[src/rtl/lfsr_run_ctrl.sv]
// Run controller for the LFSR / sequence-detector datapath: seeds the LFSR, gates
// shifting for a bounded number of cycles, counts detections and optionally pauses after hits.
module lfsr_run_ctrl #(
    parameter int CNT_W     = 11,
    parameter int DET_W     = 8,
    parameter int PAUSE_CYC = 4
) (
    input  logic             clk,
    input  logic             rst_n,
    input  logic             start,
    input  logic             abort,
    input  logic             pause_en,
    input  logic [CNT_W-1:0] run_len,
    input  logic             seq_detected,
    input  logic             max_tick,
    output logic             seed_load,
    output logic             sh_en,
    output logic             busy,
    output logic             done,
    output logic             ended_by_tick,
    output logic [CNT_W-1:0] cycle_cnt,
    output logic [DET_W-1:0] det_cnt
);

    localparam int PW = (PAUSE_CYC > 1) ? $clog2(PAUSE_CYC) : 1;
    localparam logic [PW-1:0] PAUSE_LAST = PW'(PAUSE_CYC - 1);

    typedef enum logic [2:0] {
        S_IDLE,
        S_LOAD,
        S_RUN,
        S_PAUSE,
        S_DONE
    } state_t;

    state_t           state_q, state_d;
    logic [CNT_W-1:0] cyc_q, cyc_d, cyc_inc;
    logic [DET_W-1:0] det_q, det_d;
    logic             ebt_q, ebt_d;
    logic [CNT_W-1:0] len_q, len_d;
    logic             pe_q, pe_d;
    logic [PW-1:0]    pcnt_q, pcnt_d;
    logic             seed_q, seed_d;
    logic             sh_q, sh_d;
    logic             busy_q, busy_d;
    logic             done_q, done_d;

    always_comb begin
        state_d = state_q;
        cyc_d   = cyc_q;
        det_d   = det_q;
        ebt_d   = ebt_q;
        len_d   = len_q;
        pe_d    = pe_q;
        pcnt_d  = pcnt_q;
        cyc_inc = cyc_q + 1'b1;

        case (state_q)
            S_IDLE: begin
                if (start) begin
                    state_d = S_LOAD;
                    cyc_d   = '0;
                    det_d   = '0;
                    ebt_d   = 1'b0;
                end
            end
            S_LOAD: begin
                len_d   = run_len;
                pe_d    = pause_en;
                state_d = abort ? S_IDLE : S_RUN;
            end
            S_RUN: begin
                // The shift in this cycle already happened (sh_en was high), so it is
                // counted even when the run is aborted or ends here.
                cyc_d = cyc_inc;
                if (seq_detected && (det_q != '1)) begin
                    det_d = det_q + 1'b1;
                end
                if (abort) begin
                    state_d = S_IDLE;
                end else if (max_tick) begin
                    state_d = S_DONE;
                    ebt_d   = 1'b1;
                end else if (cyc_inc == len_q) begin
                    // len_q == 0 matches after the counter wraps: 2^CNT_W cycles
                    state_d = S_DONE;
                end else if (seq_detected && pe_q) begin
                    state_d = S_PAUSE;
                    pcnt_d  = '0;
                end
            end
            S_PAUSE: begin
                if (abort) begin
                    state_d = S_IDLE;
                end else if (pcnt_q == PAUSE_LAST) begin
                    state_d = S_RUN;
                end else begin
                    pcnt_d = pcnt_q + 1'b1;
                end
            end
            S_DONE: begin
                state_d = S_IDLE;
            end
            default: begin
                state_d = S_IDLE;
            end
        endcase

        // Outputs are registered from the next state so they align with the state register.
        seed_d = (state_d == S_LOAD);
        sh_d   = (state_d == S_RUN);
        busy_d = (state_d == S_LOAD) || (state_d == S_RUN) || (state_d == S_PAUSE);
        done_d = (state_d == S_DONE);
    end

    always_ff @(posedge clk or negedge rst_n) begin
        if (!rst_n) begin
            state_q <= S_IDLE;
            cyc_q   <= '0;
            det_q   <= '0;
            ebt_q   <= 1'b0;
            len_q   <= '0;
            pe_q    <= 1'b0;
            pcnt_q  <= '0;
            seed_q  <= 1'b0;
            sh_q    <= 1'b0;
            busy_q  <= 1'b0;
            done_q  <= 1'b0;
        end else begin
            state_q <= state_d;
            cyc_q   <= cyc_d;
            det_q   <= det_d;
            ebt_q   <= ebt_d;
            len_q   <= len_d;
            pe_q    <= pe_d;
            pcnt_q  <= pcnt_d;
            seed_q  <= seed_d;
            sh_q    <= sh_d;
            busy_q  <= busy_d;
            done_q  <= done_d;
        end
    end

    assign seed_load     = seed_q;
    assign sh_en         = sh_q;
    assign busy          = busy_q;
    assign done          = done_q;
    assign ended_by_tick = ebt_q;
    assign cycle_cnt     = cyc_q;
    assign det_cnt       = det_q;

endmodule

[config.mk]
export PLATFORM = sky130hd
export DESIGN_NAME = lfsr_run_ctrl
export DESIGN_NICKNAME = d
export VERILOG_FILES = /design/src/rtl/lfsr_run_ctrl.sv
export SDC_FILE = /design/constraint.sdc
export NUM_CORES = 1
export LEC_CHECK = 0
export CORE_MARGIN = 2
export CORE_UTILIZATION = 40
export DETAILED_ROUTE_END_ITERATION = 10
export DONT_BUFFER_PORTS = 1
export GPL_ROUTABILITY_DRIVEN = 0
export PLACE_DENSITY = 0.59
export SYNTH_ARGS = -nofsm -noshare
export SYNTH_HDL_FRONTEND = slang
export SYNTH_SLANG_ARGS = --single-unit
[constraint.sdc]
create_clock -name clk -period 4.1 [get_ports clk]
set_input_delay 0.615 -clock clk [delete_from_list [all_inputs] [get_ports clk]]
set_output_delay 0.615 -clock clk [all_outputs]
set_load 0.1 [all_outputs]
==> flow_summary_export.csv <==
group,metric,value,unit
layout,finish.utilization,47.6,%
yosys,synthArstFlopShare,100,%
layout,nNetsFinal,253,
detailed_routing,drc,0,
cts,htreeDepth,2,
layout,fin_cells,303,
critical_path,cp_slowest_cell,"or4b_4",
place,placed_cells,294,
pwr,leakage,1.09,nW
timing,hold_violations,0,
global_route,grt.total_usage,17.0,%
cts,numCtsBuffers,5,
pwr,p_switching,657,uW
place,pre_cts_slack,1140,ps
yosys,yosys-top-cells-area,"dfrtp_1 47%, mux2_2 6.1%, o21ai_0 4.6%",
pwr,p_total,1.50,mW
timing,skew,7.41,ps
yosys,syn_area_per_cell,10.2,sq um
yosys,synth.ff_latch_count,41,
cts,cts_root_buf,"clkbuf_8",
floorplan,dieArea,6110,sq um
yosys,synth_area_leader_cell,"dfrtp_1",
layout,synthToLayoutAreaGrowth,12.7,%
timing,period_minus_slack,2970,ps
global_route,grt_pass1_wl,8.07,mm
run,cap_viol_max_count,0,
cts,cts_resized,0,
floorplan,rows,26,
critical_path,start_kind,"register",
global_route,grt_max_degree,42,
hold_path,hold_path.class,"in -> async",
global_route,grt_pass1_vias,1550,
critical_path,critPathMaxFanout,9,
timing,rsz0062_at_grt,"no",
detailed_routing,first_pass_iters,4,
place,placed_area,2370,sq um
global_route,antenna_found_initial,0,
floorplan,start_util,42.3,%
place,dp_hpwl,3.43,mm
timing,setup_ws,1130,ps
timing,setup_viol,0,
critical_path,critPathArrivalTime,3150,ps
cts,clkSinkCount,41,
timing,max_freq,337,MHz
critical_path,crit_type,"reg -> reg",
floorplan,core,5200,sq um
timing,setup-tns-final,0,ps
critical_path,cp_cell_sequence,"ha_1, xor3_1, o32ai_1, a21bo_1, o22ai_1, or4b_4, a21boi_4, mux2_4",
place,numPortBuffers,0,
critical_path,max_stage_delay,610,ps
critical_path,required,4290,ps
timing,slew_violations,0,
cts,cts-hold-fix-buffers,1,
layout,final_cell_area,2480,sq um
pwr,p_sw_share,43.8,%
cts,cts_setup_buffers,0,
layout,drive_gt1_share,21.0,%
yosys,syn-num-nets,237,
pwr,p_clk_share,17.7,%
cts,clock_path_buffers,2,
yosys,synthesis.area,2200,sq um
yosys,synth-seq-area-share,46.6,%
timing,tightest_slew,1030,ps
cts,clk_latency,300,ps
detailed_routing,vias,1693,
critical_path,worstSetupEndpointType,"register",
yosys,synthCells,216,
detailed_routing,drt_wl_total,4.80,mm
critical_path,path_delay_family,"simple AND/OR/NAND/NOR gates",
pwr,power_density,604,nW/um^2
yosys,synth_top_area_share,46.6,%
cts,cts_tree,"yes",
detailed_routing,postRouteAntennaNets,0,
layout,final_cell_mix,"41 x dfrtp_1, 20 x o21ai_0, 18 x nor2_1",
timing,relSlewSlack,31.3,%
detailed_routing,wl_per_cell,15.9,microns
timing,hold_ws,144,ps
cts,clkTransAtPathRegs,80,ps
pwr,combinationalPowerShare,37.1,%
yosys,synth_edf_count,0,
global_route,overflow,0,
detailed_routing,via_per_inst,5.59,
floorplan,die_h,78.2,microns
layout,antenna_cells,0,
yosys,ys_warn_count,0,
yosys,synthFlopType,"dfrtp_1",
detailed_routing,initialDrtViolationCount,75,
layout,layout_commonest_cell,"dfrtp_1",
floorplan,ios,42,
yosys,yosysUniqueCellTypes,51,
run_status,status,"completed",
floorplan,die_x,78.2,microns
pwr,vdd_drop_max,0.326,mV
pwr,power.internal,842,uW
critical_path,worst-path-buf-inv,0,
timing,fin_crit_sh,72.3,%
layout,nFillCells,506,
pwr,seqPwrFrac,45.2,%
-- cells in the mapped netlist, types with 4 or more instances --
library cell	n
nand3_1	10
xnor2_1	7
xor2_1	6
nor2_1	18
clkbuf_1	4
dfrtp_1	41
and3_1	4
inv_1	5
mux2_2	12
a21oi_1	12
nand2_1	12
nand4_1	4
o21ai_0	20
-- final timing paths --
kind / startpoint / end / slack (ps) / cells past startpoint
setup / recovery: cycle_cnt[0] / pcnt_q[1] / 1130 / 8
hold / removal: rst_n / det_cnt[5] / 140 / 1
setup reg to reg: cycle_cnt[0] / pcnt_q[1] / 1130 / 8
hold reg to reg: pe_q / pe_q / 520 / 1
max in group asynchronous: rst_n / len_q[4] / 3750 / 1
min in group clk: run_len[8] / len_q[8] / 450 / 1
-- metal layers --
| metal | routed length [microns] | share of wire [%] | up-vias | track usage, % |
|---|---|---|---|---|
| met5 | 0 | 0 | - | 0 |
| li1 | - | - | 823 | - |
| met1 | 2280 | 47 | 814 | 24.3 |
| met4 | 89 | 1.9 | 0 | 6.67 |
| met2 | 2080 | 43 | 47 | 23.4 |
| met3 | 349 | 7.3 | 9 | 5.86 |
-- registers in the layout, summed over array words and instances (netlist names) --
| register | cells |
|---|---|
| cycle_cnt | 11 |
| len_q | 11 |
| det_cnt | 8 |
| state_q | 3 |
| pcnt_q | 2 |
| busy | 1 |
| done | 1 |
| ended_by_tick | 1 |
| pe_q | 1 |
| seed_load | 1 |
| sh_en | 1 |
-- final cells by class --
type	count	area [sq um]	area share, %
clock buffers	5	68.8	2.77
inverters	6	22.5	0.908
well taps	70	87.6	3.53
flip-flops and latches	41	1030	41.4
repair buffers	18	148	5.95
multi-input cells	160	1110	44.8
clock inverters	3	17.5	0.706
-- worst register-to-register path: cells and delay by family, from the launching register on --
kind	cells	cell delay (ps)
mux	1	310
xor+xnor	1	470
compound gates	4	570
flops	1	510
simple gates	1	610
fa+ha+maj	1	380
-- power by group through the flow --
stage / Clock, mW / Combinational [mW] / Sequential, mW
3_3_place_gp: 0 / 0.545 / 0.684
6_report: 0.265 / 0.556 / 0.677
4_1_cts: 0.276 / 0.560 / 0.679
3_5_place_dp: 0 / 0.548 / 0.688
5_1_grt: 0.301 / 0.607 / 0.696
2_1_floorplan: 0 / 0.326 / 0.794
-- cell families (layout without fill, tap and decap cells) --
logic type      count (synthesis)  after routing  share of synthesized area [%]
simple gates                   70             70                           17.4
mux                            14             14                           7.28
fa+ha+maj                       3              3                           1.71
compound gates                 59             59                           17.6
xor+xnor                       14             14                           6.26
flops                          41             41                           46.6
buf+inv                        15             32                           3.13
Note: power is estimated with default switching activity, not from simulation.
